## src/rtl/ppu_op_dispatch.sv

```systemverilog
// Issue stage in front of the PPU op sequencer: queues requests, runs one op at a time
// against the core under a watchdog, and returns each result over a valid/ready port.
module ppu_op_dispatch #(
   parameter int unsigned OP_SIZE = 3,
   parameter int unsigned N       = 16,
   parameter int unsigned DEPTH   = 4,
   parameter int unsigned TIMEOUT = 15
) (
   input  logic               clk,
   input  logic               rst,
   input  logic               in_valid_i,
   output logic               in_ready_o,
   input  logic [OP_SIZE-1:0] in_op_i,
   input  logic [N-1:0]       in_a_i,
   input  logic [N-1:0]       in_b_i,
   output logic               core_en_o,
   output logic [OP_SIZE-1:0] core_op_o,
   output logic [N-1:0]       core_a_o,
   output logic [N-1:0]       core_b_o,
   input  logic               core_valid_i,
   input  logic [N-1:0]       core_result_i,
   output logic               res_valid_o,
   input  logic               res_ready_i,
   output logic [N-1:0]       res_data_o,
   output logic [OP_SIZE-1:0] res_op_o,
   output logic               err_o,
   output logic               busy_o
);

   localparam int unsigned PtrW  = $clog2(DEPTH);
   localparam int unsigned CntW  = PtrW + 1;
   localparam int unsigned WdogW = $clog2(TIMEOUT);

   localparam logic [CntW-1:0]    CntFull    = CntW'(DEPTH);
   localparam logic [WdogW-1:0]   WdogLast   = WdogW'(TIMEOUT - 1);
   localparam logic [OP_SIZE-1:0] FirstBadOp = OP_SIZE'(4);

   typedef enum logic [1:0] {StIdle, StWait, StHold} state_e;

   // Request FIFO
   logic [OP_SIZE-1:0] op_mem_q [DEPTH];
   logic [N-1:0]       a_mem_q  [DEPTH];
   logic [N-1:0]       b_mem_q  [DEPTH];
   logic [PtrW-1:0]    wr_ptr_q, wr_ptr_d;
   logic [PtrW-1:0]    rd_ptr_q, rd_ptr_d;
   logic [CntW-1:0]    count_q, count_d;
   logic               push, pop, fifo_empty;
   logic [OP_SIZE-1:0] head_op;
   logic [N-1:0]       head_a, head_b;

   // Issue FSM and output registers
   state_e             state_q, state_d;
   logic [WdogW-1:0]   wdog_q, wdog_d;
   logic               core_en_q, core_en_d;
   logic [OP_SIZE-1:0] core_op_q, core_op_d;
   logic [N-1:0]       core_a_q, core_a_d;
   logic [N-1:0]       core_b_q, core_b_d;
   logic               res_valid_q, res_valid_d;
   logic [N-1:0]       res_data_q, res_data_d;
   logic [OP_SIZE-1:0] res_op_q, res_op_d;
   logic               err_q, err_d;

   assign fifo_empty = (count_q == '0);
   // Held low through reset so nothing is accepted while the queue is being cleared.
   assign in_ready_o = rst & (count_q != CntFull);
   assign push       = in_valid_i & in_ready_o;

   assign head_op = op_mem_q[rd_ptr_q];
   assign head_a  = a_mem_q[rd_ptr_q];
   assign head_b  = b_mem_q[rd_ptr_q];

   always_comb begin
      wr_ptr_d = wr_ptr_q;
      rd_ptr_d = rd_ptr_q;
      count_d  = count_q;
      if (push) begin
         wr_ptr_d = wr_ptr_q + PtrW'(1);
      end
      if (pop) begin
         rd_ptr_d = rd_ptr_q + PtrW'(1);
      end
      unique case ({push, pop})
         2'b10:   count_d = count_q + CntW'(1);
         2'b01:   count_d = count_q - CntW'(1);
         default: count_d = count_q;
      endcase
   end

   always_ff @(posedge clk) begin
      if (push) begin
         op_mem_q[wr_ptr_q] <= in_op_i;
         a_mem_q[wr_ptr_q]  <= in_a_i;
         b_mem_q[wr_ptr_q]  <= in_b_i;
      end
   end

   always_comb begin
      state_d     = state_q;
      wdog_d      = wdog_q;
      core_en_d   = core_en_q;
      core_op_d   = core_op_q;
      core_a_d    = core_a_q;
      core_b_d    = core_b_q;
      res_valid_d = res_valid_q;
      res_data_d  = res_data_q;
      res_op_d    = res_op_q;
      err_d       = 1'b0;
      pop         = 1'b0;

      unique case (state_q)
         StIdle: begin
            if (!fifo_empty) begin
               pop = 1'b1;
               // Unsupported opcodes are consumed and reported, one per cycle.
               if (head_op >= FirstBadOp) begin
                  err_d = 1'b1;
               end else begin
                  core_op_d = head_op;
                  core_a_d  = head_a;
                  core_b_d  = head_b;
                  core_en_d = 1'b1;
                  wdog_d    = '0;
                  state_d   = StWait;
               end
            end
         end
         StWait: begin
            wdog_d = wdog_q + WdogW'(1);
            // A result arriving on the last watchdog cycle still wins.
            if (core_valid_i) begin
               res_data_d  = core_result_i;
               res_op_d    = core_op_q;
               res_valid_d = 1'b1;
               core_en_d   = 1'b0;
               state_d     = StHold;
            end else if (wdog_q == WdogLast) begin
               core_en_d = 1'b0;
               err_d     = 1'b1;
               state_d   = StIdle;
            end
         end
         StHold: begin
            if (res_ready_i) begin
               res_valid_d = 1'b0;
               state_d     = StIdle;
            end
         end
         default: begin
            state_d = StIdle;
         end
      endcase
   end

   always_ff @(posedge clk) begin
      if (!rst) begin
         wr_ptr_q    <= '0;
         rd_ptr_q    <= '0;
         count_q     <= '0;
         state_q     <= StIdle;
         wdog_q      <= '0;
         core_en_q   <= 1'b0;
         core_op_q   <= '0;
         core_a_q    <= '0;
         core_b_q    <= '0;
         res_valid_q <= 1'b0;
         res_data_q  <= '0;
         res_op_q    <= '0;
         err_q       <= 1'b0;
      end else begin
         wr_ptr_q    <= wr_ptr_d;
         rd_ptr_q    <= rd_ptr_d;
         count_q     <= count_d;
         state_q     <= state_d;
         wdog_q      <= wdog_d;
         core_en_q   <= core_en_d;
         core_op_q   <= core_op_d;
         core_a_q    <= core_a_d;
         core_b_q    <= core_b_d;
         res_valid_q <= res_valid_d;
         res_data_q  <= res_data_d;
         res_op_q    <= res_op_d;
         err_q       <= err_d;
      end
   end

   assign core_en_o   = core_en_q;
   assign core_op_o   = core_op_q;
   assign core_a_o    = core_a_q;
   assign core_b_o    = core_b_q;
   assign res_valid_o = res_valid_q;
   assign res_data_o  = res_data_q;
   assign res_op_o    = res_op_q;
   assign err_o       = err_q;
   assign busy_o      = (state_q != StIdle) | ~fifo_empty;

endmodule

```

## config.mk

```make
export PLATFORM = sky130hd
export DESIGN_NAME = ppu_op_dispatch
export DESIGN_NICKNAME = d
export VERILOG_FILES = /design/src/rtl/ppu_op_dispatch.sv
export SDC_FILE = /design/constraint.sdc
export NUM_CORES = 1
export LEC_CHECK = 0
export ABC_CLOCK_PERIOD_IN_PS = 3480
export CAP_MARGIN = 20
export CORE_ASPECT_RATIO = 0.5
export CORE_MARGIN = 2
export CORE_UTILIZATION = 54
export CTS_BUF_LIST = sky130_fd_sc_hd__clkbuf_16
export CTS_CLUSTER_DIAMETER = 200
export DETAILED_ROUTE_END_ITERATION = 7
export GPL_TIMING_DRIVEN = 0
export PLACE_DENSITY_LB_ADDON = 0.25
export SYNTH_ARGS = -nofsm -noshare
export SYNTH_HDL_FRONTEND = slang
export SYNTH_SLANG_ARGS = --single-unit
export TNS_END_PERCENT = 100
```

## constraint.sdc

```tcl
create_clock -name clk -period 3.48 [get_ports clk]
set_input_delay 0.522 -clock clk [delete_from_list [all_inputs] [get_ports clk]]
set_output_delay 0.522 -clock clk [all_outputs]
set_load 0.05 [all_outputs]
```

==> results.md, run 1 <==
- Die area: 0.0157 sq mm
- TritonCTS clock tree: done
- All-Layer GR Usage: 0.216
- Worst hold slack: 0.445 ns
- Worst Setup End Kind: output port
- Clock network power share: 0.260
- Initial antenna violation count: 0
- Clk pin slew, worst setup/hold paths: around 0.070 ns
- Final Cycle Share: 0.914
- Area Overhead vs Synth: 26.1%
- Pwr dens: between 700 and 800 mW/mm^2
- Yosys warnings: 0
- Initial Util: 0.550
- Syn_nets: around 600
- Final Hold Vio Count: 0
- Max Clk Rate: between 300 and 400 MHz
- Hold buffer count at CTS: 0
- Arr. time, crit path: roughly 2.7 ns
- Sequential power share: 0.406
- Post-synth top cells: 140 x edfxtp_1, 79 x nand2_1, 72 x dfxtp_1
- Most common cell in the netlist: edfxtp_1
- Synth Area per Inst: about 15 sq um
- Largest net degree at the start of global routing: 33
- Post-CTS setup buffer count: 0
- Async S/R FF share, synth: 0
- Fill count: ~1000
- Total wire length: around 17000 um
- Top FF cell, synth: edfxtp_1
- Fin worst setup slack: about 0.30 ns
- Yosys reg bits: approximately 210
- Cell variety after synth: 40
- Internal power: about 5100 uW
- Status: completed
- Post-Synthesis Cell Area: slightly below 0.008 sq mm
- Post-synth top area share: 0.530
- Sinks on Clock Net: between 200 and 250
- Die height: roughly 90 um
- Share of post-route cells with drive strength above 1: 0.129
- # setup viols final: 0
- Pleak: around 0.0033 uW
- Post-route DRC: 0
- Startpoint types: input port
- Net Sw Power: ~2800 uW
- Routed Antenna Nets: 0
- Placer congestion estimate: 0.732
- Number of core rows: 31
- Wire length per cell: ~19 um
- Post-place setup slack: roughly 0.31 ns
- Max Slew Vio Count: 0
- Deepest clock path buffer count: 3
- H-tree depth: 1
- Part of the Yosys area used for sequential elements: 0.712
- Final Instance Count excl. Fillers: 881
- Post-synth top area cell: edfxtp_1
- Number of synthesized flops with an enable pin: 140
- Ports: between 100 and 150
- Worst Hold Class: reg -> reg
- Tot Pwr: about 7800 uW
- Clk_lat worst skew: 0.50 ns
- Final Skew: between 0.02 and 0.025 ns
- Wire length of the first global-routing pass: 26400 um
- Maxcap violations: 0
- Core area: around 0.014 sq mm
- Cells after Synth: between 500 and 600
- Die width: about 180 um
- Area post-placement: 0.00941 sq mm
- Slew headroom: 0.482
- I/O Buffers: between 100 and 150
- Hpwl dp: ~11000 um
- Routed via count: 4897
- Initial DRC Count: approximately 400
- CTS root buffer: clkbuf_16
- Worst-margin pin slew: approximately 0.77 ns
- Detailed Routing Iterations Pass 1: 4
- Unrepaired setup endpoints after global routing: false
- VDD IR-drop max: about 0.36 mV
- Max Fanout on Critical Path: 10
- Nets@finish: 734
- Vias in the first global route: about 4900
- Worst EP required: approximately 3.0 ns
- Final instance area: around 0.010 sq mm
- Fin crit period: around 3.2 ns
- Total CTS buffers: 19
- Inst Count DP: around 850
- Grt ovf: 0
- Sw frac: 0.352
- Top post-synthesis cells by area: edfxtp_1 53%, dfxtp_1 18%, mux4_2 9.7%
- Comb pwr share: 0.335
- Kind of critical path: in -> out
- Diodes inserted: 0
- Vias per cell: approximately 5.6
- PostCTS Resize Cnt: 0
==> logic make-up (layout without fill, tap and decap cells) <==
kind of cell | count (synthesis) | count (layout) | synth area share
multiplexers | 36 | 36 | 0.0998
AO/OA/AOI/OAI | 74 | 74 | 0.0527
buffers and inverters | 45 | 197 | 0.0260
AND/OR/NAND/NOR | 151 | 151 | 0.0908
XOR/XNOR | 5 | 5 | 0.00552
flip-flops | 212 | 212 | 0.712
adder cells (fa/ha/maj) | 8 | 8 | 0.0136
==> area by class of cell <==
cell class / instances / area (sq um) / area share
clock inverter: 15 / 120 / 0.0120
buffer: 35 / 169 / 0.0169
clock buffer: 19 / 475 / 0.0475
sequential: 212 / 5650 / 0.564
timing repair buffer: 118 / 1220 / 0.122
multi-input combinational: 274 / 2090 / 0.209
tap: 198 / 248 / 0.0248
inverter: 10 / 37.5 / 0.00375
==> stage by stage <==
stage           util  setup TNS (ns)
2_1_floorplan      -               0
3_3_place_gp   0.646          -45.65
3_5_place_dp   0.652               0
4_1_cts        0.693               0
5_1_grt        0.693               0
6_report       0.693               0
==> layout by cell type (no fill, tap or decap), types with 3 or more instances in the layout <==
master           count
a21oi_1             27
and2_2               4
buf_12               4
buf_2                9
buf_4                3
clkbuf_1            19
clkbuf_16           19
clkdlybuf4s50_1    114
clkinv_1             5
dfxtp_1             72
edfxtp_1           140
ha_1                 7
inv_1               14
mux4_2              34
nand2_1             79
nand2b_1             3
nand4_1             34
nor2_1              15
nor3_1               4
o21ai_0              9
o21ai_1             28
xor2_1               3
==> flip-flops by register name, indices dropped and copies added (netlist names), 4 cells and up, named ones only <==
signal and cells:
a_mem_q 64, b_mem_q 64, core_a_o 16, core_b_o 16
res_data_o 16, op_mem_q 12, wdog_q 4
==> final timing paths <==
path	slack [ns]	depth (start not counted)	to	from
worst max-delay path	0.30	5	in_ready_o	rst
worst min-delay path	0.45	2	core_b_o[7]	core_b_o[7]
worst max register to register	0.35	9	count_q[2]	state_q[0]
worst min register to register	0.45	2	core_b_o[7]	core_b_o[7]
==> layer usage <==
metal	GRT usage	vias to the layer above	routed length [um]
met5	0	-	0
met2	0.344	175	7840
met1	0.312	2417	7420
li1	-	2277	-
met4	0.0510	0	308
met3	0.0436	28	1170
==> critical path, stage by stage <==
cell	delay (ns)
clkdlybuf4s50_1	0.56
clkinv_1	0.26
clkbuf_1	0.31
a21oi_1	0.18
clkdlybuf4s50_1	0.82
==> power by group through the flow <==
stage / clock (uW) / combinational (uW) / sequential [uW]
6_report: 2040 / 2620 / 3180
5_1_grt: 2160 / 2780 / 3220
3_3_place_gp: 0 / 2560 / 3230
4_1_cts: 2060 / 2630 / 3180
2_1_floorplan: 0 / 1110 / 3860
3_5_place_dp: 0 / 2610 / 3230
(Power assumes the default switching activity.)
==> inputs of run 2 (changes only) <==
--- a/config.mk
+++ b/config.mk
@@ -12,6 +12,7 @@
 export CORE_UTILIZATION = 54
 export CTS_BUF_LIST = sky130_fd_sc_hd__clkbuf_16
 export CTS_CLUSTER_DIAMETER = 200
+export CTS_CLUSTER_SIZE = 30
 export DETAILED_ROUTE_END_ITERATION = 7
 export GPL_TIMING_DRIVEN = 0
 export PLACE_DENSITY_LB_ADDON = 0.25
==> results.md, run 2 (synthesized netlist as in run 1, its figures left out) <==
- Status: completed
- Crit path largest cell delay: 0.82 ns (about the same)
- Die width: 175 um (unchanged)
- Diodes inserted: 0 (unchanged)
- Fin crit period: 3.19 ns (+0.0116 ns)
- Kind of critical path: in -> out
- TritonCTS clock tree: done
- Top flop regs: a_mem_q (64), b_mem_q (64)
- Max Fanout on Critical Path: 10 (unchanged)
- Largest net degree at the start of global routing: 33 (unchanged)
- Startpoint types: input port
- Worst Hold Class: reg -> reg
- # setup viols final: 0 (unchanged)
- Sinks on Clock Net: 212 (unchanged)
- Most common cell after layout, fill and taps aside: edfxtp_1
- Most frequent cells in the layout: 140 x edfxtp_1, 114 x clkdlybuf4s50_1, 79 x nand2_1
- Pleak: 0.00317 uW (-4.1%)
- Deepest clock path buffer count: 3 (unchanged)
- Maxcap violations: 0 (unchanged)
- CP max-delay cell: clkdlybuf4s50_1
- Final core utilization: 0.674 (-0.0188)
- Area Overhead vs Synth: 22.7%
- Share of post-route cells with drive strength above 1: 0.113 (-0.0162)
- Initial antenna violation count: 0 (unchanged)
- Max Slew Vio Count: 0 (unchanged)
- Delay-heaviest family, CP: buffers and inverters
- Initial Util: 0.550 (unchanged)
- Die area: 0.0157 sq mm (unchanged)
- Core area: 0.0144 sq mm (unchanged)
- Final Skew: 0.0458 ns (+0.0233 ns)
- Fin worst setup slack: 0.288 ns (-0.0116 ns)
- Ports: 115 (unchanged)
- Hold buffer count at CTS: 0 (unchanged)
- Total negative slack: 0 ns (unchanged)
- Wire length of the first global-routing pass: 25700 um (-2.6%)
- Post-CTS setup buffer count: 0 (unchanged)
- Post-place setup slack: 0.310 ns (unchanged)
- Worst-margin pin slew: 0.799 ns (+0.0269 ns)
- Clk_lat worst skew: 0.48 ns (-0.02 ns)
- All-Layer GR Usage: 0.210 (-0.00600)
- Hpwl dp: 10600 um (unchanged)
- Number of core rows: 31 (unchanged)
- VDD IR-drop max: 0.332 mV (-8.1%)
- Total CTS buffers: 11 (-8)
- Routed via count: 4850 (-0.96%)
- CTS root buffer: clkbuf_16
- Max Clk Rate: 313 MHz (-0.36%)
- CP bufs+invs: 4 (unchanged)
- Vias per cell: 5.61 (+0.99%)
- Pwr dens: 735 mW/mm^2 (-6.2%)
- Grt ovf: 0 (unchanged)
- Slew headroom: 0.464 (-0.0180)
- Detailed Routing Iterations Pass 1: 5 (+1)
- Nets@finish: 726 (-1.1%)
- Wire length per cell: 18.9 um (-0.65%)
- I/O Buffers: 114 (unchanged)
- PostCTS Resize Cnt: 0 (unchanged)
- Cells along the critical path: clkdlybuf4s50_1 -> clkinv_1 -> clkbuf_1 -> a21oi_1 -> clkdlybuf4s50_1
- Total wire length: 16300 um (-2.6%)
- Clk pin slew, worst setup/hold paths: 0.12 ns (+0.05 ns)
- Final Cycle Share: 0.917 (+0.00335)
- Placer congestion estimate: 0.732 (unchanged)
- Arr. time, crit path: 2.67 ns (about the same)
- Routed Antenna Nets: 0 (unchanged)
- Initial DRC Count: 391 (-1.5%)
- Worst Setup End Kind: output port
- Die height: 89.7 um (unchanged)
- Unrepaired setup endpoints after global routing: false
- Vias in the first global route: 4836 (-2.1%)
- Critical Path Most Common Cell: clkdlybuf4s50_1
- H-tree depth: 1 (unchanged)
- Final Hold Vio Count: 0 (unchanged)
- Worst EP required: 2.96 ns (about the same)
- Worst hold slack: 0.453 ns (+0.00788 ns)
- Post-route DRC: 0 (unchanged)
-- run 2: cell count changes in the layout (fill, tap and decap cells not counted) --
cell | before | now
clkbuf_16 | 19 | 11
clkinv_1 | 5 | 1
bufinv_16 | 2 | 0
clkinv_2 | 2 | 0
clkinv_16 | 0 | 1
clkinvlp_4 | 1 | 0
inv_6 | 1 | 0
-- run 2: worst reg2reg max path: stages (launching register included) --
cell	delay, ns
dfxtp_1	0.43
nor3_1	0.13
nor3_2	0.62
clkbuf_1	0.56
ha_1	0.30
inv_1	0.06
fa_1	0.37
xor2_1	0.16
or3_1	0.31
a21oi_1	0.14
-- run 2: worst paths after layout --
check | start | to | slack, ns | depth (start not counted)
worst min-delay path | core_b_o[7] | core_b_o[7] | 0.45 | 2
worst max register to register | count_q[0] | count_q[2] | 0.35 | 9
worst max-delay path | rst | in_ready_o | 0.29 | 5
worst min register to register | core_b_o[7] | core_b_o[7] | 0.45 | 2
-- run 2: metal layers --
metal | routed length [um] | global-route usage
met5 | 0 | 0
met4 | 291 | 0.0427
met3 | 982 | 0.0376
met2 | 7590 | 0.337
met1 | 7440 | 0.307
-- run 2: stage by stage --
step / power (uW) / instance area [sq um] / instances
after floorplan: 4970 / 7930 / 531
after global placement: 5790 / 9320 / 843
after detailed placement: 5840 / 9410 / 847
after CTS: 7200 / 9730 / 864
after global routing: 7460 / 9730 / 864
final: 7160 / 9730 / 864
-- run 2: area by class of cell --
type	count	area (sq um)
Buffer	35	169
Clock buffer	11	275
Clock inverter	6	48.8
Fill cell	1029	4700
Inverter	10	37.5
Multi-Input combinational cell	274	2090
Sequential cell	212	5650
Tap cell	198	248
Timing Repair Buffer	118	1220
-- run 2: where the power goes --
part	internal, uW	switching [uW]
Clock	598	770
Sequential	3000	174
Combinational	934	1680
Total	4530	2630
==> inputs of run 3 (changes only) <==
--- a/config.mk
+++ b/config.mk
@@ -8,7 +8,7 @@
 export ABC_CLOCK_PERIOD_IN_PS = 3480
 export CAP_MARGIN = 20
 export CORE_ASPECT_RATIO = 0.5
-export CORE_MARGIN = 2
+export CORE_MARGIN = 8
 export CORE_UTILIZATION = 54
 export CTS_BUF_LIST = sky130_fd_sc_hd__clkbuf_16
 export CTS_CLUSTER_DIAMETER = 200
==> results.md, run 3 (synthesized netlist as in run 1, its figures left out) <==
- Pleak: 0.00317 uW (unchanged)
- Kind of critical path: in -> out
- I/O Buffers: 114 (unchanged)
- Final Hold Vio Count: 0 (unchanged)
- Worst hold slack: 0.453 ns (-0.000602 ns)
- Area Overhead vs Synth: 22.7% (unchanged)
- Die area: 0.0191 sq mm (+21%)
- Die height: 102 um (+13%)
- Total CTS buffers: 11 (unchanged)
- Delay-heaviest family, CP: buffers and inverters
- Worst Hold Class: reg -> reg
- Core area: 0.0144 sq mm (unchanged)
- Most frequent cells in the layout: 140 x edfxtp_1, 114 x clkdlybuf4s50_1, 79 x nand2_1
- Grt ovf: 0 (unchanged)
- Vias per cell: 5.60 (-0.16%)
- Worst Setup End Kind: output port
- Worst EP required: 2.96 ns (about the same)
- Detailed Routing Iterations Pass 1: 5 (unchanged)
- Initial antenna violation count: 1 (+1)
- Arr. time, crit path: 2.69 ns (+0.02 ns)
- Diodes inserted: 0 (unchanged)
- VDD IR-drop max: 0.407 mV (+22%)
- All-Layer GR Usage: 0.178 (-0.0321)
- Critical Path Most Common Cell: clkdlybuf4s50_1
- H-tree depth: 1 (unchanged)
- Hold Startpoint: core_a_o[8]
- Total wire length: 17100 um (+4.7%)
- Die width: 187 um (+6.8%)
- CP max-delay cell: clkdlybuf4s50_1
- Worst-margin pin slew: 0.855 ns (+0.0556 ns)
- Most common cell after layout, fill and taps aside: edfxtp_1
- Initial Util: 0.550 (unchanged)
- Post-CTS setup buffer count: 0 (unchanged)
- Number of core rows: 31 (unchanged)
- Routed Antenna Nets: 0 (unchanged)
- Sinks on Clock Net: 212 (unchanged)
- Placer congestion estimate: 0.759 (+3.7%)
- Unrepaired setup endpoints after global routing: false
- Share of post-route cells with drive strength above 1: 0.113 (unchanged)
- CTS root buffer: clkbuf_16
- Clk pin slew, worst setup/hold paths: 0.10 ns (-0.02 ns)
- Startpoint types: input port
- Maxcap violations: 0 (unchanged)
- Routed via count: 4842 (-0.16%)
- Top flop regs: a_mem_q (64), b_mem_q (64)
- Tot Pwr: 7150 uW (-0.12%)
- Deepest clock path buffer count: 3 (unchanged)
- Max Fanout on Critical Path: 10 (unchanged)
- # setup viols final: 0 (unchanged)
- Nets@finish: 726 (unchanged)
- Slew headroom: 0.427 (-0.0373)
- Status: completed
- PostCTS Resize Cnt: 0 (unchanged)
- Wire length per cell: 19.8 um (+4.7%)
- Wire length of the first global-routing pass: 26800 um (+4.4%)
- Vias in the first global route: 4909 (+1.5%)
- Final core utilization: 0.674 (unchanged)
- Crit. Startpoint: rst
- Post-route DRC: 0 (unchanged)
- CP bufs+invs: 4 (unchanged)
- Pwr dens: 734 mW/mm^2 (-0.12%)
- Cells along the critical path: clkdlybuf4s50_1 -> clkinv_1 -> clkbuf_1 -> a21oi_1 -> clkdlybuf4s50_1
- Fill count: 1004 (-2.4%)
- TritonCTS clock tree: done
- Clk_lat worst skew: 0.47 ns (about the same)
- Ports: 115 (unchanged)
- Hpwl dp: 11500 um (+8.1%)
- Crit path largest cell delay: 0.83 ns (about the same)
- Final Cycle Share: 0.924 (+0.00727)
- Fin crit period: 3.22 ns (+0.0253 ns)
- Final instance area: 0.00973 sq mm (unchanged)
- Max Slew Vio Count: 0 (unchanged)
- Final Skew: 0.0497 ns (+0.00398 ns)
- Largest net degree at the start of global routing: 32 (-3.0%)
- Area post-placement: 0.00941 sq mm (unchanged)
- Crit Reg-Reg Startpoint: state_q[0]
- Max Clk Rate: 311 MHz (-0.79%)
- Initial DRC Count: 432 (+10%)
- Hold buffer count at CTS: 0 (unchanged)
## run 3: area by class of cell
type | instances | area [sq um] | area share
Buffer | 35 | 169 | 0.0174
Clock buffer | 11 | 275 | 0.0283
Clock inverter | 6 | 48.8 | 0.00501
Inverter | 10 | 37.5 | 0.00386
Multi-Input combinational cell | 274 | 2090 | 0.214
Sequential cell | 212 | 5650 | 0.580
Tap cell | 198 | 248 | 0.0255
Timing Repair Buffer | 118 | 1220 | 0.125
## run 3: power by group
group	switching (uW)	internal (uW)
sequential	180	3000
clock	756	598
combinational	1680	933
total	2620	4530
## run 3: worst paths after layout
check	depth (start not counted)	slack, ns	to
hold / removal	2	0.45	core_a_o[8]
setup / recovery	5	0.26	in_ready_o
hold reg to reg	2	0.45	core_a_o[8]
setup reg to reg	9	0.33	count_q[2]
## run 3: worst register-to-register path, stage by stage, from the launching register on
cell      delay [ns]
dfxtp_1         0.34
buf_2           0.18
nor3_2          0.71
clkbuf_1        0.51
ha_1            0.29
inv_1           0.06
fa_1            0.37
xor2_1          0.16
or3_1           0.30
a21oi_1         0.16
## run 3: layer usage
layer  vias up  share of wire  wire [um]  global-route usage
met1      2373           0.42       7130               0.230
met4         2          0.014        236              0.0355
met3        21          0.089       1520              0.0481
li1       2245              -          -                   -
met2       201           0.48       8170               0.303
met5         -        0.00053          9                   0
## run 3: per-stage QoR
step | std cells | setup WS (ns) | TNS (ns)
floorplan | 531 | 1.02 | 0
global placement | 843 | -0.429 | -58.11
detailed placement | 847 | 0.269 | 0
CTS | 864 | 0.268 | 0
global route | 864 | 0.111 | 0
finish | 864 | 0.263 | 0
